===== src/rtl/flash_pkg.sv =====
// Shared command classes, opcodes and operation encodings for flash_spi users,
// plus the helper that maps (operation, step) onto the SPI command to issue.
package flash_pkg;

  localparam logic [2:0] CLS_RDID  = 3'b000;
  localparam logic [2:0] CLS_WREN  = 3'b001;
  localparam logic [2:0] CLS_SE    = 3'b010;
  localparam logic [2:0] CLS_RDSR1 = 3'b011;
  localparam logic [2:0] CLS_WRDI  = 3'b100;
  localparam logic [2:0] CLS_PP    = 3'b101;
  localparam logic [2:0] CLS_READ  = 3'b110;

  localparam logic [7:0] OPC_RDID  = 8'h90;
  localparam logic [7:0] OPC_WREN  = 8'h06;
  localparam logic [7:0] OPC_SE    = 8'h20;
  localparam logic [7:0] OPC_RDSR1 = 8'h05;
  localparam logic [7:0] OPC_WRDI  = 8'h04;
  localparam logic [7:0] OPC_PP    = 8'h02;
  localparam logic [7:0] OPC_READ  = 8'h03;

  localparam logic [1:0] OP_RDID  = 2'b00;
  localparam logic [1:0] OP_ERASE = 2'b01;
  localparam logic [1:0] OP_PROG  = 2'b10;
  localparam logic [1:0] OP_READ  = 2'b11;

  localparam int SR1_WIP_BIT = 0;

  typedef enum logic [2:0] {
    ST_IDLE,
    ST_ISSUE,
    ST_WAIT,
    ST_GAP,
    ST_CHECK,
    ST_DONE
  } seq_state_t;

  typedef struct packed {
    logic [2:0] cls;
    logic [7:0] opc;
    logic       use_addr;
  } spi_cmd_t;

  // Erase/program run WREN, then the data command, then RDSR1 for every later step.
  function automatic spi_cmd_t step_cmd(input logic [1:0] sel, input logic [1:0] step);
    spi_cmd_t c;
    c = '{cls: CLS_RDID, opc: OPC_RDID, use_addr: 1'b0};
    case (sel)
      OP_READ: c = '{cls: CLS_READ, opc: OPC_READ, use_addr: 1'b1};
      OP_ERASE, OP_PROG: begin
        if (step == 2'd0) begin
          c = '{cls: CLS_WREN, opc: OPC_WREN, use_addr: 1'b0};
        end else if (step == 2'd1) begin
          if (sel == OP_ERASE) c = '{cls: CLS_SE, opc: OPC_SE, use_addr: 1'b1};
          else                 c = '{cls: CLS_PP, opc: OPC_PP, use_addr: 1'b1};
        end else begin
          c = '{cls: CLS_RDSR1, opc: OPC_RDSR1, use_addr: 1'b0};
        end
      end
      default: ;
    endcase
    return c;
  endfunction

  function automatic logic step_is_last(input logic [1:0] sel, input logic [1:0] step);
    return (sel == OP_RDID) || (sel == OP_READ) || (step == 2'd2);
  endfunction

endpackage


===== src/rtl/flash_gap_timer.sv =====
// Inter-command idle timer: load arms it, expired rises GAP_CYCLES-1 cycles later
// so the caller spends exactly GAP_CYCLES cycles waiting; no backpressure.
module flash_gap_timer #(
  parameter int GAP_CYCLES = 4
) (
  input  logic clk,
  input  logic rst_n,
  input  logic load,
  output logic expired
);

  localparam int W = (GAP_CYCLES < 2) ? 1 : $clog2(GAP_CYCLES + 1);

  logic [W-1:0] cnt_q;
  logic [W-1:0] cnt_d;

  always_comb begin
    cnt_d = cnt_q;
    if (load) begin
      cnt_d = W'(GAP_CYCLES - 1);
    end else if (cnt_q != '0) begin
      cnt_d = cnt_q - W'(1);
    end
  end

  always_ff @(posedge clk or negedge rst_n) begin
    if (!rst_n) cnt_q <= '0;
    else        cnt_q <= cnt_d;
  end

  assign expired = (cnt_q == '0);

endmodule


===== src/rtl/flash_op_sequencer.sv =====
// Expands one user flash operation into the ordered flash_spi command series,
// holding each request until spi_done and polling WIP after erase/program.
module flash_op_sequencer
  import flash_pkg::*;
#(
  parameter logic [19:0] POLL_MAX   = 20'd600000,
  parameter int          GAP_CYCLES = 4
) (
  input  logic        clock24M,
  input  logic        flash_rstn,
  input  logic        op_start,
  input  logic [1:0]  op_sel,
  input  logic [23:0] op_addr,
  output logic        op_busy,
  output logic        op_done,
  output logic        op_err,
  output logic [7:0]  rd_data,
  output logic        rd_valid,
  output logic [7:0]  rd_index,
  output logic [15:0] dev_id,
  output logic [3:0]  cmd_type,
  output logic [7:0]  flash_cmd,
  output logic [23:0] flash_addr,
  input  logic        spi_done,
  input  logic [7:0]  spi_data,
  input  logic        spi_valid
);

  seq_state_t  state_q, state_d;
  logic [1:0]  step_q, step_d;
  logic [1:0]  sel_q, sel_d;
  logic [23:0] addr_q, addr_d;
  logic [19:0] poll_q, poll_d;
  logic        wip_q, wip_d;
  logic [1:0]  id_cnt_q, id_cnt_d;
  logic        op_busy_q, op_busy_d;
  logic        op_done_q, op_done_d;
  logic        op_err_q, op_err_d;
  logic [7:0]  rd_data_q, rd_data_d;
  logic        rd_valid_q, rd_valid_d;
  logic [7:0]  rd_index_q, rd_index_d;
  logic [15:0] dev_id_q, dev_id_d;
  logic [3:0]  cmd_type_q, cmd_type_d;
  logic [7:0]  flash_cmd_q, flash_cmd_d;
  logic [23:0] flash_addr_q, flash_addr_d;

  spi_cmd_t    cur;
  logic [19:0] poll_next;
  logic        gap_load;
  logic        gap_expired;

  flash_gap_timer #(.GAP_CYCLES(GAP_CYCLES)) u_gap (
    .clk     (clock24M),
    .rst_n   (flash_rstn),
    .load    (gap_load),
    .expired (gap_expired)
  );

  assign cur = step_cmd(sel_q, step_q);

  always_comb begin
    state_d      = state_q;
    step_d       = step_q;
    sel_d        = sel_q;
    addr_d       = addr_q;
    poll_d       = poll_q;
    wip_d        = wip_q;
    id_cnt_d     = id_cnt_q;
    op_busy_d    = op_busy_q;
    op_done_d    = 1'b0;
    op_err_d     = op_err_q;
    rd_data_d    = rd_data_q;
    rd_valid_d   = 1'b0;
    rd_index_d   = rd_index_q;
    dev_id_d     = dev_id_q;
    cmd_type_d   = cmd_type_q;
    flash_cmd_d  = flash_cmd_q;
    flash_addr_d = flash_addr_q;
    poll_next    = poll_q + 20'd1;
    gap_load     = 1'b0;

    // rd_index names the byte currently on rd_data, so it moves on after the strobe.
    if (rd_valid_q) rd_index_d = rd_index_q + 8'd1;

    case (state_q)
      ST_IDLE: begin
        if (op_start) begin
          sel_d      = op_sel;
          addr_d     = op_addr;
          op_err_d   = 1'b0;
          poll_d     = '0;
          op_busy_d  = 1'b1;
          step_d     = 2'd0;
          rd_index_d = 8'd0;
          state_d    = ST_ISSUE;
        end
      end
      ST_ISSUE: begin
        cmd_type_d   = {1'b1, cur.cls};
        flash_cmd_d  = cur.opc;
        flash_addr_d = cur.use_addr ? addr_q : 24'd0;
        id_cnt_d     = 2'd0;
        state_d      = ST_WAIT;
      end
      ST_WAIT: begin
        if (spi_valid) begin
          if (cur.cls == CLS_RDID) begin
            if (id_cnt_q == 2'd0) dev_id_d = {spi_data, dev_id_q[7:0]};
            if (id_cnt_q == 2'd1) dev_id_d = {dev_id_q[15:8], spi_data};
            if (id_cnt_q != 2'd2) id_cnt_d = id_cnt_q + 2'd1;
          end else if (cur.cls == CLS_READ) begin
            rd_valid_d = 1'b1;
            rd_data_d  = spi_data;
          end else if (cur.cls == CLS_RDSR1) begin
            wip_d = spi_data[SR1_WIP_BIT];
          end
        end
        // Dropping the request bit with spi_done keeps flash_spi from re-launching.
        if (spi_done) begin
          cmd_type_d = {1'b0, cmd_type_q[2:0]};
          gap_load   = 1'b1;
          state_d    = ST_GAP;
        end
      end
      ST_GAP: begin
        if (gap_expired) state_d = ST_CHECK;
      end
      ST_CHECK: begin
        if (cur.cls == CLS_RDSR1) begin
          if (!wip_q) begin
            op_done_d = 1'b1;
            state_d   = ST_DONE;
          end else begin
            poll_d = poll_next;
            if (poll_next == POLL_MAX) begin
              op_err_d  = 1'b1;
              op_done_d = 1'b1;
              state_d   = ST_DONE;
            end else begin
              state_d = ST_ISSUE;
            end
          end
        end else if (step_is_last(sel_q, step_q)) begin
          op_done_d = 1'b1;
          state_d   = ST_DONE;
        end else begin
          step_d  = step_q + 2'd1;
          state_d = ST_ISSUE;
        end
      end
      ST_DONE: begin
        op_busy_d = 1'b0;
        state_d   = ST_IDLE;
      end
      default: state_d = ST_IDLE;
    endcase
  end

  always_ff @(posedge clock24M or negedge flash_rstn) begin
    if (!flash_rstn) begin
      state_q      <= ST_IDLE;
      step_q       <= 2'd0;
      sel_q        <= 2'd0;
      addr_q       <= 24'd0;
      poll_q       <= 20'd0;
      wip_q        <= 1'b0;
      id_cnt_q     <= 2'd0;
      op_busy_q    <= 1'b0;
      op_done_q    <= 1'b0;
      op_err_q     <= 1'b0;
      rd_data_q    <= 8'd0;
      rd_valid_q   <= 1'b0;
      rd_index_q   <= 8'd0;
      dev_id_q     <= 16'd0;
      cmd_type_q   <= 4'h0;
      flash_cmd_q  <= 8'd0;
      flash_addr_q <= 24'd0;
    end else begin
      state_q      <= state_d;
      step_q       <= step_d;
      sel_q        <= sel_d;
      addr_q       <= addr_d;
      poll_q       <= poll_d;
      wip_q        <= wip_d;
      id_cnt_q     <= id_cnt_d;
      op_busy_q    <= op_busy_d;
      op_done_q    <= op_done_d;
      op_err_q     <= op_err_d;
      rd_data_q    <= rd_data_d;
      rd_valid_q   <= rd_valid_d;
      rd_index_q   <= rd_index_d;
      dev_id_q     <= dev_id_d;
      cmd_type_q   <= cmd_type_d;
      flash_cmd_q  <= flash_cmd_d;
      flash_addr_q <= flash_addr_d;
    end
  end

  assign op_busy    = op_busy_q;
  assign op_done    = op_done_q;
  assign op_err     = op_err_q;
  assign rd_data    = rd_data_q;
  assign rd_valid   = rd_valid_q;
  assign rd_index   = rd_index_q;
  assign dev_id     = dev_id_q;
  assign cmd_type   = cmd_type_q;
  assign flash_cmd  = flash_cmd_q;
  assign flash_addr = flash_addr_q;

endmodule


===== config.mk =====
export PLATFORM = sky130hd
export DESIGN_NAME = flash_op_sequencer
export DESIGN_NICKNAME = d
export VERILOG_FILES = /design/src/rtl/flash_pkg.sv /design/src/rtl/flash_gap_timer.sv /design/src/rtl/flash_op_sequencer.sv
export SDC_FILE = /design/constraint.sdc
export NUM_CORES = 1
export LEC_CHECK = 0
export CAP_MARGIN = 5
export CORE_MARGIN = 4
export CORE_UTILIZATION = 52
export CTS_CLUSTER_DIAMETER = 200
export CTS_CLUSTER_SIZE = 20
export DETAILED_ROUTE_END_ITERATION = 8
export PLACE_DENSITY = 0.82
export SETUP_SLACK_MARGIN = 0.05
export SLEW_MARGIN = 20
export SYNTH_ARGS = -nofsm -noshare
export SYNTH_HDL_FRONTEND = slang
export SYNTH_SLANG_ARGS = --single-unit

===== constraint.sdc =====
create_clock -name clock24M -period 2.5 [get_ports clock24M]
set_input_delay 0.375 -clock clock24M [delete_from_list [all_inputs] [get_ports clock24M]]
set_output_delay 0.375 -clock clock24M [all_outputs]
set_load 0.03 [all_outputs]

==> results.md, run 1 <==
* Outcome: completed
* Clk slew on worst S/H paths at 60 ps
* Final Non-Filler Cells at 774
* RSZ-0062 raised after global routing: no
* Slew Limit Headroom at 64.8%
* Crit end category: flop
* Ports at 111
* Max VDD drop at 0.000836 V
* Number of global-route vias before repair at 4665
* Post-route ant nets at 0
* # port buffers at 108
* Filler instances at 758
* Fmax at 0.444 GHz
* DRC viols at 0
* Routed WL at 14.5 mm
* CTS max path bufs at 2
* Layout net count at 676
* Sum Neg Setup Slack at 0 ps
* Critical Path AT at 2540 ps
* R2r worst-path depth at 10
* Critical Path RT at 2790 ps
* Tmin final at 2250 ps
* Clock root buffer: clkbuf_16
* CTS tree: done
* Total CTS buffers at 17
* GRT Util Overall at 23.4%
* Reg-to-Reg End: poll_q[3]
* First-pass GRT wire length at 23.7 mm
* Layout cell share with drive strength beyond 1 at 18.1%
* Post-synth EDFFs at 0
* Clk_lat worst skew at 410 ps
* Yosys top cell by area: dfrtp_1
* Avg WL per Cell at 18.7 um
* Worst-Margin Slew at 527 ps
* Layout Skew at 6.83 ps
* Mapped Cells at 511
* R2r setup slk at 250 ps
* Antenna fix cells at 0
* Finished Cell Area at 7730 um^2
* Crit Path Max Fanout at 21
* Multi-input gate area at 2500 um^2
* Dpl hpwl at 9.74 mm
* Full die area at 13100 um^2
* Width of the chip at 114 um
* Iter 0 DRT Violations at 285
* Final Hold Slack at 403 ps
* Min-Delay Path Class: input port to asynchronous set/reset pin
* Post-synth top area share at 53.6%
* Sequential Area at 3150 um^2
* Dpl cells at 741
* Synth warn at 0
* Post-CTS Setup Bufs at 0
* Hold Vio Cnt, Final at 0
* P per Cell Area at 1350 nW/um^2
* Area after DPL at 7080 um^2
* Synth area leaders: dfrtp_1, mux2_2, a22o_1
* Initial antenna violation count at 0
* R2R Path Start: sel_q[0]
* Area Growth Syn to Fin at 31.5%
* Synthesized area at 5880 um^2
* Yosys cell types at 58
* H-tree depth at 4
* CP Launch Type: flop
* Largest net degree at the start of global routing at 51
* # clock sinks at 126
* Initial Util at 53.8%
* Period Utilization, post-route at 90.2%
* RePlAce Congestion at 0.922
* Row cnt at 38
* Syn_area_per_cell at 11.5 um^2
* Leak at 3.34 nW
* Max Slew Vio Count at 0
* FF+latch count, synth at 126
* Post-Route Utilization at 70.7%
* Die H at 114 um
* Vias at 4461
* Crit Path Class: flop to flop
* DR pass1 iterations at 4
* FFs w/ async S/R, synth at 100%
* Synth Flop Type: dfrtp_1
* Max Cap Violations at 0
* Setup-failing EPs final at 0
* Number of vias per cell at 5.76
* Gr ovfl total at 0
* Core outline area at 10900 um^2
* Sequential area share after synthesis at 53.6%
[cells in the mapped netlist, drive strengths merged (4+ instances only)]
master and n:
dfrtp 126, mux2 50, nand2 38, o21ai 36, nor2 30, a22o 26
buf 26, a21oi 19, ha 16, inv 15, nand3 15, nand4 15
o31ai 11, xor2 8, clkbuf 7, a31oi 6, nor3 6, and3 5
nand2b 5, nor4 5, and2 4, nor2b 4
[worst max-delay path by stage]
stage                     startpoint         end  slack [ps]  depth (start not counted)
after global placement      sel_q[0]  poll_q[12]         360                          8
after detailed placement    sel_q[0]  poll_q[14]         190                          7
final                       sel_q[0]   poll_q[3]         250                         10
after CTS                   sel_q[0]  poll_q[14]         200                          7
after global routing        sel_q[0]      op_err          50                         10
after floorplan             sel_q[0]   poll_q[7]         520                         10
[registers in the layout, summed over array words and instances, names as in the netlist]
name	count
addr_q	24
cmd_type	4
dev_id	16
flash_addr	24
flash_cmd	5
id_cnt_q	2
op_busy	1
op_done	1
op_err	1
poll_q	20
rd_data	8
rd_index	8
rd_valid	1
sel_q	2
state_q	3
step_q	2
u_gap.cnt_q	3
wip_q	1
[where the power goes]
part	leakage, nW	switching (mW)	internal [mW]	total (mW)
combinational	1.41	2.24	1.83	4.07
clock	0.300	0.910	1.70	2.61
sequential	1.63	0.851	2.92	3.78
[cell type report]
cell class              instances  area share, %
repair buffers                123           15.8
clock buffers                  19           5.73
multi-input cells             338           32.3
clock inverters                13           2.43
inverters                      15          0.728
well taps                     140           2.27
flip-flops and latches        126           40.8
[cells by family after synthesis]
logic type,count (synthesis),share of synthesized area [%]
other,1,0.0638
adder cells (fa/ha/maj),16,3.40
AND/OR/NAND/NOR,139,13.4
flip-flops,126,53.6
multiplexers,52,9.91
AO/OA/AOI/OAI,118,13.8
XOR/XNOR,11,1.64
buffers and inverters,48,4.17
[per-stage QoR]
stage	power, mW	worst slack [ps]
3_3_place_gp	7.60	356
3_5_place_dp	7.80	190
2_1_floorplan	6.20	523
4_1_cts	10.5	200
6_report	10.4	245
5_1_grt	11.0	51.4
[layer usage]
| metal | routed length [um] | vias to the layer above | GRT usage (%) | part of all wire, % |
|---|---|---|---|---|
| li1 | - | 2077 | - | - |
| met5 | 0 | - | 0 | 0 |
| met2 | 7440 | 107 | 38.9 | 51 |
| met1 | 6070 | 2265 | 28.2 | 42 |
| met3 | 811 | 12 | 8.99 | 5.6 |
| met4 | 188 | 0 | 7.28 | 1.3 |
[critical path, stage by stage (launching register included)]
cell      delay (ps)
dfrtp_1          400
inv_1             80
ha_1             340
nand2b_4         220
nor4_4           250
buf_4            220
o22ai_1           80
buf_4            230
a21o_1           180
nand2_1           70
o31ai_2           60
[cell usage in the layout (no fill, tap or decap), drive strengths merged, types with 3 or more instances in the layout]
master           n
nor2            30
and3             5
nand2b           5
o21ai           36
o31ai           11
clkbuf          19
nand4           15
mux2            50
clkinv           5
nor3b            3
clkdlybuf4s50  107
bufinv           4
nand2           38
nand3           15
dfrtp          126
a31oi            6
xnor2            3
nor3             6
xor2             8
clkinvlp         3
buf             15
nor4             5
nor2b            4
and2             4
o41ai            3
o211ai           3
inv             16
ha              16
a21oi           19
o311ai           3
nand4b           3
a22o            26
[what timing repair did]
| action | CTS | global route |
|---|---|---|
| endpoints found under the setup margin | 0 | 3 |
| hold buffers | 1 | 0 |
| gates resized for setup | 0 | 2 |
| endpoints found under the hold margin | 18 | 0 |
Power figures use the tool's default switching activity.
==> run 2, diff against run 1 <==
--- a/config.mk
+++ b/config.mk
@@ -5,13 +5,12 @@
 export SDC_FILE = /design/constraint.sdc
 export NUM_CORES = 1
 export LEC_CHECK = 0
-export CAP_MARGIN = 5
-export CORE_MARGIN = 4
-export CORE_UTILIZATION = 52
+export CORE_MARGIN = 2
+export CORE_UTILIZATION = 47
 export CTS_CLUSTER_DIAMETER = 200
 export CTS_CLUSTER_SIZE = 20
 export DETAILED_ROUTE_END_ITERATION = 8
-export PLACE_DENSITY = 0.82
+export PLACE_DENSITY = 0.78
 export SETUP_SLACK_MARGIN = 0.05
 export SLEW_MARGIN = 20
 export SYNTH_ARGS = -nofsm -noshare
==> constraint.sdc (replaced) <==
create_clock -name clock24M -period 2.03 [get_ports clock24M]
set_input_delay 0.3045 -clock clock24M [delete_from_list [all_inputs] [get_ports clock24M]]
set_output_delay 0.3045 -clock clock24M [all_outputs]
set_load 0.03 [all_outputs]
==> run 2 against run 1 <==
Against the previous run:
- clock power rose by 25%
- worst hold slack improved by 1.7 ps
- final area rose by 4.5%
- first-iteration DRC count rose by 9.1%
- via count rose by 3.7%
- largest power group unchanged
==> results.md, run 2 (synthesis results as in run 1) <==
* Post-Route Utilization at 66.7% (was 70.7%)
* Place WS at 13.6 ps (was 190 ps)
* Layout cell share with drive strength beyond 1 at 23.6% (was 18.1%)
* Final Hold Slack at 405 ps (was 403 ps)
* P per Cell Area at 1630 nW/um^2 (was 1350 nW/um^2)
* H-tree depth at 4 (unchanged)
* Core outline area at 12100 um^2 (was 10900 um^2)
* Routing usage on met1 at 29.1% (was 28.2%)
* Psw at 4.91 mW (was 4.00 mW)
* Avg WL per Cell at 17.1 um (was 18.7 um)
* R2r worst-path depth at 9 (was 10)
* Die H at 116 um (was 114 um)
* Row cnt at 40 (was 38)
* Gr ovfl total at 0 (unchanged)
* Width of the chip at 116 um (was 114 um)
* Max Slew Vio Count at 0 (unchanged)
* Vias at 4626 (was 4461)
* Dpl cells at 789 (was 741)
* First-pass GRT wire length at 23.4 mm (was 23.7 mm)
* Min-Delay Path Class: input port to asynchronous set/reset pin (unchanged)
* Clk_lat worst skew at 420 ps (was 410 ps)
* Largest net degree at the start of global routing at 58 (was 51)
* Net Sw Frac at 37.3% (was 38.2%)
* Layout Skew at 10.7 ps (was 6.83 ps)
* Final Power at 13.2 mW (was 10.4 mW)
* DR pass1 iterations at 5 (was 4)
* Dpl hpwl at 9.56 mm (was 9.74 mm)
* DRC viols at 0 (unchanged)
* Max Cap Violations at 0 (unchanged)
* Power share of the combinational group at 40.9% (was 38.9%)
* CTS max path bufs at 2 (unchanged)
* # port buffers at 108 (unchanged)
* Sum Neg Setup Slack at 0 ps (unchanged)
* Final Non-Filler Cells at 829 (was 774)
* Worst-path cell chain: inv_1, ha_1, nor4_4, buf_4, nand3_2, buf_12, a31oi_2, o21ai_1, o41ai_2 (was inv_1, ha_1, nand2b_4, nor4_4, buf_4, o22ai_1, buf_4, a21o_1, nand2_1, o31ai_2)
* Filler instances at 882 (was 758)
* Antenna fix cells at 0 (unchanged)
* # clock sinks at 126 (unchanged)
* Initial antenna violation count at 0 (unchanged)
* Busiest grt layer: met2 (unchanged)
* Sequential Area at 3160 um^2 (was 3150 um^2)
* Post-route ant nets at 0 (unchanged)
* Area Growth Syn to Fin at 37.4% (was 31.5%)
* Tmin final at 1910 ps (was 2250 ps)
* Layout net count at 705 (was 676)
* Sequential fraction of design power at 34.3% (was 36.1%)
* Routed WL at 14.2 mm (was 14.5 mm)
* Final WS setup at 121 ps (was 245 ps)
* Crit. Startpoint: step_q[1] (was sel_q[0])
* Ports at 111 (unchanged)
* Most frequent cells in the layout: dfrtp_1, clkdlybuf4s50_1, mux2_2 (unchanged)
* GRT Util Overall at 22.4% (was 23.4%)
* Critical Path RT at 2340 ps (was 2790 ps)
* Fmax at 0.524 GHz (was 0.444 GHz)
* Grt met2 use at 35.9% (was 38.9%)
* Number of vias per cell at 5.58 (was 5.76)
* CTS tree: done (unchanged)
* Period Utilization, post-route at 94.1% (was 90.2%)
* Internal power at 8.27 mW (was 6.45 mW)
* Slowest cell on crit path: dfrtp_1 (unchanged)
* R2R Path Start: step_q[1] (was sel_q[0])
* Total CTS buffers at 17 (unchanged)
* CP Launch Type: flop (unchanged)
* Outcome: completed (unchanged)
* Clk slew on worst S/H paths at 60 ps (about the same)
* Full die area at 13400 um^2 (was 13100 um^2)
* Clock root buffer: clkbuf_16 (unchanged)
* Multi-input gate area at 2560 um^2 (was 2500 um^2)
* Crit Path Max Fanout at 19 (was 21)
* Max VDD drop at 0.00119 V (was 0.000836 V)
* Hold Vio Cnt, Final at 0 (unchanged)
* Initial Util at 48.6% (was 53.8%)
* Clock power share at 24.7% (was 24.9%)
* Leak at 3.50 nW (was 3.34 nW)
* Number of global-route vias before repair at 4765 (was 4665)
* Finished Cell Area at 8080 um^2 (was 7730 um^2)
* CP peak stage delay at 400 ps (about the same)
* Iter 0 DRT Violations at 311 (was 285)
* Setup-failing EPs final at 0 (unchanged)
* Most common cell after layout, fill and taps aside: dfrtp_1 (unchanged)
* Area after DPL at 7290 um^2 (was 7080 um^2)
* Grt met3 use at 7.37% (was 8.99%)
* Crit Path Class: flop to flop (unchanged)
* Critical Path AT at 2220 ps (was 2540 ps)
* Crit end category: flop (unchanged)
* RePlAce Congestion at 0.934 (was 0.922)
## run 2: changes by cell type in the layout (fill, tap and decap cells not counted), sizes merged
cell	change
clkbuf	+2
inv	-1
buf	+29
clkinv	-1
clkinvlp	-2
## run 2: per-layer routing
layer | wire length (um) | vias up
li1 | - | 2123
met1 | 6110 | 2314
met2 | 6950 | 164
met3 | 908 | 25
met4 | 212 | 0
met5 | 0 | -
## run 2: power groups by stage
stage          clock (mW)  sequential [mW]  combinational (mW)
2_1_floorplan           0             5.41                2.22
3_3_place_gp            0             4.47                5.06
3_5_place_dp            0             4.51                5.21
4_1_cts              3.31             4.51                5.34
5_1_grt              3.42             4.67                5.76
6_report             3.26             4.53                5.39
## run 2: final cells by class
cell class | instances | area share (%)
multi-input cells | 338 | 31.7
inverters | 15 | 0.697
flip-flops and latches | 126 | 39.1
well taps | 168 | 2.60
clock inverters | 9 | 1.97
repair buffers | 152 | 18.1
clock buffers | 21 | 5.94
## run 2: timing repair
action / in CTS / in global routing
hold buffers: 1 / 0
endpoints found under the hold margin: 32 / 0
pin swaps: 2 / 5
endpoints found under the setup margin: 4 / 22
resized for setup: 4 / 14
buffers inserted: 3 / 6
## run 2: worst max-delay path, delay by kind of cell, from the launching register on
family,cells,cell delay [ps]
flops,1,400
fa+ha+maj,1,250
buf+inv,3,470
compound gates,3,340
simple gates,2,370
## run 2: path summary, 6_finish.rpt
path                                  endpoint  slack (ps)
worst min register to register    flash_cmd[5]         480
worst max-delay path                 poll_q[6]         120
worst min-delay path            flash_addr[18]         410
worst max register to register       poll_q[6]         120
min in group clock24M                 sel_q[1]         450
max in group asynchronous            poll_q[5]         880
==> run 3, diff against run 2 <==
--- a/config.mk
+++ b/config.mk
@@ -6,11 +6,11 @@
 export NUM_CORES = 1
 export LEC_CHECK = 0
 export CORE_MARGIN = 2
-export CORE_UTILIZATION = 47
+export CORE_UTILIZATION = 57
 export CTS_CLUSTER_DIAMETER = 200
-export CTS_CLUSTER_SIZE = 20
 export DETAILED_ROUTE_END_ITERATION = 8
-export PLACE_DENSITY = 0.78
+export DONT_BUFFER_PORTS = 1
+export PLACE_DENSITY = 0.77
 export SETUP_SLACK_MARGIN = 0.05
 export SLEW_MARGIN = 20
 export SYNTH_ARGS = -nofsm -noshare
==> run 3 against run 2 <==
Against the previous run:
- the flow now finishes with violations (hold timing)
- sequential power grew 29%
- setup slack lost 34 ps
- critical path type unchanged
- first-iteration DRC count rose by 8.7%
- largest power group is now registers
- highest routed layer unchanged
- core utilization rose by 5.7 points
- non-clock buffer count down 72
- combinational power shrank 45%
- final area is 8.8% lower
==> results.md, run 3 (synthesis results as in run 1) <==
* Max Slew Vio Count at 0 (unchanged)
* Initial antenna violation count at 0 (unchanged)
* Iter 0 DRT Violations at 338 (was 311)
* Area Growth Syn to Fin at 25.4% (was 37.4%)
* Routed WL at 14.1 mm (was 14.2 mm)
* Setup-failing EPs final at 0 (unchanged)
* First-pass GRT wire length at 22.0 mm (was 23.4 mm)
* Layout cell share with drive strength beyond 1 at 28.1% (was 23.6%)
* CP Launch Type: flop (unchanged)
* Fmax at 0.514 GHz (was 0.524 GHz)
* CP peak stage delay at 400 ps (about the same)
* Post-route ant nets at 0 (unchanged)
* DRC viols at 0 (unchanged)
* Final Hold Slack at -527 ps (was 405 ps)
* Dpl hpwl at 8.32 mm (was 9.56 mm)
* Hold Vio Cnt, Final at 126 (was 0)
* Layout Skew at 9.90 ps (was 10.7 ps)
* Leak at 3.24 nW (was 3.50 nW)
* Die H at 106 um (was 116 um)
* Crit end category: flop (unchanged)
* Area after DPL at 6090 um^2 (was 7290 um^2)
* Number of global-route vias before repair at 4468 (was 4765)
* Final Power at 11.8 mW (was 13.2 mW)
* Min-Delay Path Class: input port to asynchronous set/reset pin (unchanged)
* Core outline area at 10200 um^2 (was 12100 um^2)
* Most frequent cells in the layout: dfrtp_1, mux2_2, nand2_1, dlygate4sd3_1, buf_4 (was dfrtp_1, clkdlybuf4s50_1, mux2_2)
* RSZ-0062 raised after global routing: yes
* Total CTS buffers at 17 (unchanged)
* Avg WL per Cell at 19.3 um (was 17.1 um)
* Period Utilization, post-route at 95.8% (was 94.1%)
* CTS max path bufs at 2 (unchanged)
* Row cnt at 37 (was 40)
* Worst-path cell chain: inv_1, ha_2, nor4_4, buf_4, nand3_4, buf_12, a31oi_4, o21ai_1, o41ai_2 (was inv_1, ha_1, nor4_4, buf_4, nand3_2, buf_12, a31oi_2, o21ai_1, o41ai_2)
* Slowest cell on crit path: dfrtp_1 (unchanged)
* RePlAce Congestion at 0.858 (was 0.934)
* Worst-Margin Slew at 591 ps
* Largest net degree at the start of global routing at 127 (was 58)
* Max VDD drop at 0.00135 V (was 0.00119 V)
* Max Cap Violations at 0 (unchanged)
* Ports at 111 (unchanged)
* DR pass1 iterations at 5 (unchanged)
* Antenna fix cells at 0 (unchanged)
* Clk slew on worst S/H paths at 60 ps (about the same)
* Slew Limit Headroom at 60.6%
* CTS tree: done (unchanged)
* Filler instances at 692 (was 882)
* Crit Path Max Fanout at 5 (was 19)
* Number of vias per cell at 5.97 (was 5.58)
* Critical Path RT at 2450 ps (was 2340 ps)
* # port buffers at 0 (was 108)
* Finished Cell Area at 7370 um^2 (was 8080 um^2)
* Outcome: finished with violations (was completed)
* Vias at 4340 (was 4626)
* Width of the chip at 106 um (was 116 um)
* P per Cell Area at 1600 nW/um^2 (was 1630 nW/um^2)
* Most common cell after layout, fill and taps aside: dfrtp_1 (unchanged)
* Sum Neg Setup Slack at 0 ps (unchanged)
* Post-Route Utilization at 72.4% (was 66.7%)
* Layout net count at 633 (was 705)
* Full die area at 11100 um^2 (was 13400 um^2)
* Clock root buffer: clkbuf_8 (was clkbuf_16)
* Gr ovfl total at 0 (unchanged)
* Tmin final at 1940 ps (was 1910 ps)
* # clock sinks at 126 (unchanged)
* Failing checks: hold timing
* Clk_lat worst skew at 530 ps (was 420 ps)
* GRT Util Overall at 25.5% (was 22.4%)
* H-tree depth at 4 (unchanged)
* Number of hold-repair buffers added at the cts stage at 37 (was 1)
* Initial Util at 57.7% (was 48.6%)
* Crit Path Class: flop to flop (unchanged)
* Critical Path AT at 2360 ps (was 2220 ps)
==> run 3: worst max-delay path, delay by kind of cell (launching register included) <==
kind,cells,cell delay (ps)
DFF,1,400
adders and majority gates,1,210
AOI/OAI and AO/OA,3,290
buffers and inverters,3,490
and+or+nand+nor,2,450
==> run 3: final timing paths <==
path	slack, ps	end	depth (start not counted)	startpoint
worst min-delay path	-530	poll_q[18]	0	flash_rstn
worst max-delay path	90	poll_q[6]	9	step_q[1]
max in group asynchronous	2290	poll_q[0]	0	flash_rstn
worst min register to register	490	flash_addr[4]	1	addr_q[4]
worst max register to register	90	poll_q[6]	9	step_q[1]
min in group clock24M	140	op_busy	4	op_start
==> run 3: area by class of cell <==
class	count	area [um^2]	share of cell area [%]
sequential	126	3160	42.8
clock inverter	14	158	2.14
tap	136	170	2.31
multi-input combinational	338	2620	35.6
inverter	15	56.3	0.764
timing repair buffer	80	778	10.6
clock buffer	18	428	5.80
==> run 3: report_power, final <==
group | switching (mW) | total [mW] | internal, mW
Sequential | 2.27 | 5.86 | 3.59
Combinational | 1.41 | 2.96 | 1.55
Clock | 1.18 | 2.98 | 1.80
==> run 3: per-stage QoR <==
stage / worst slack, ps / instances
after floorplan: 52.7 / 512
after global placement: 106 / 642
after detailed placement: 53.6 / 642
after CTS: 42.4 / 719
after global routing: 0.417 / 727
final: 86.2 / 727
==> run 3: what timing repair did <==
action / 4_1_cts / 5_1_grt
endpoints found under the setup margin: 2 / 33
hold endpoints to repair: 183 / 126
gates resized for setup: 17 / 27
gates cloned: 3 / 1
setup buffers: 5 / 7
pin swaps: 3 / 12
==> run 3: metal layers <==
layer | vias to the layer above | GRT usage [%] | part of all wire (%)
li1 | 1987 | - | -
met1 | 2186 | 28.7 | 40
met2 | 146 | 42.8 | 51
met3 | 21 | 9.83 | 7.2
met4 | 0 | 11.7 | 2.0
met5 | - | 0 | 0
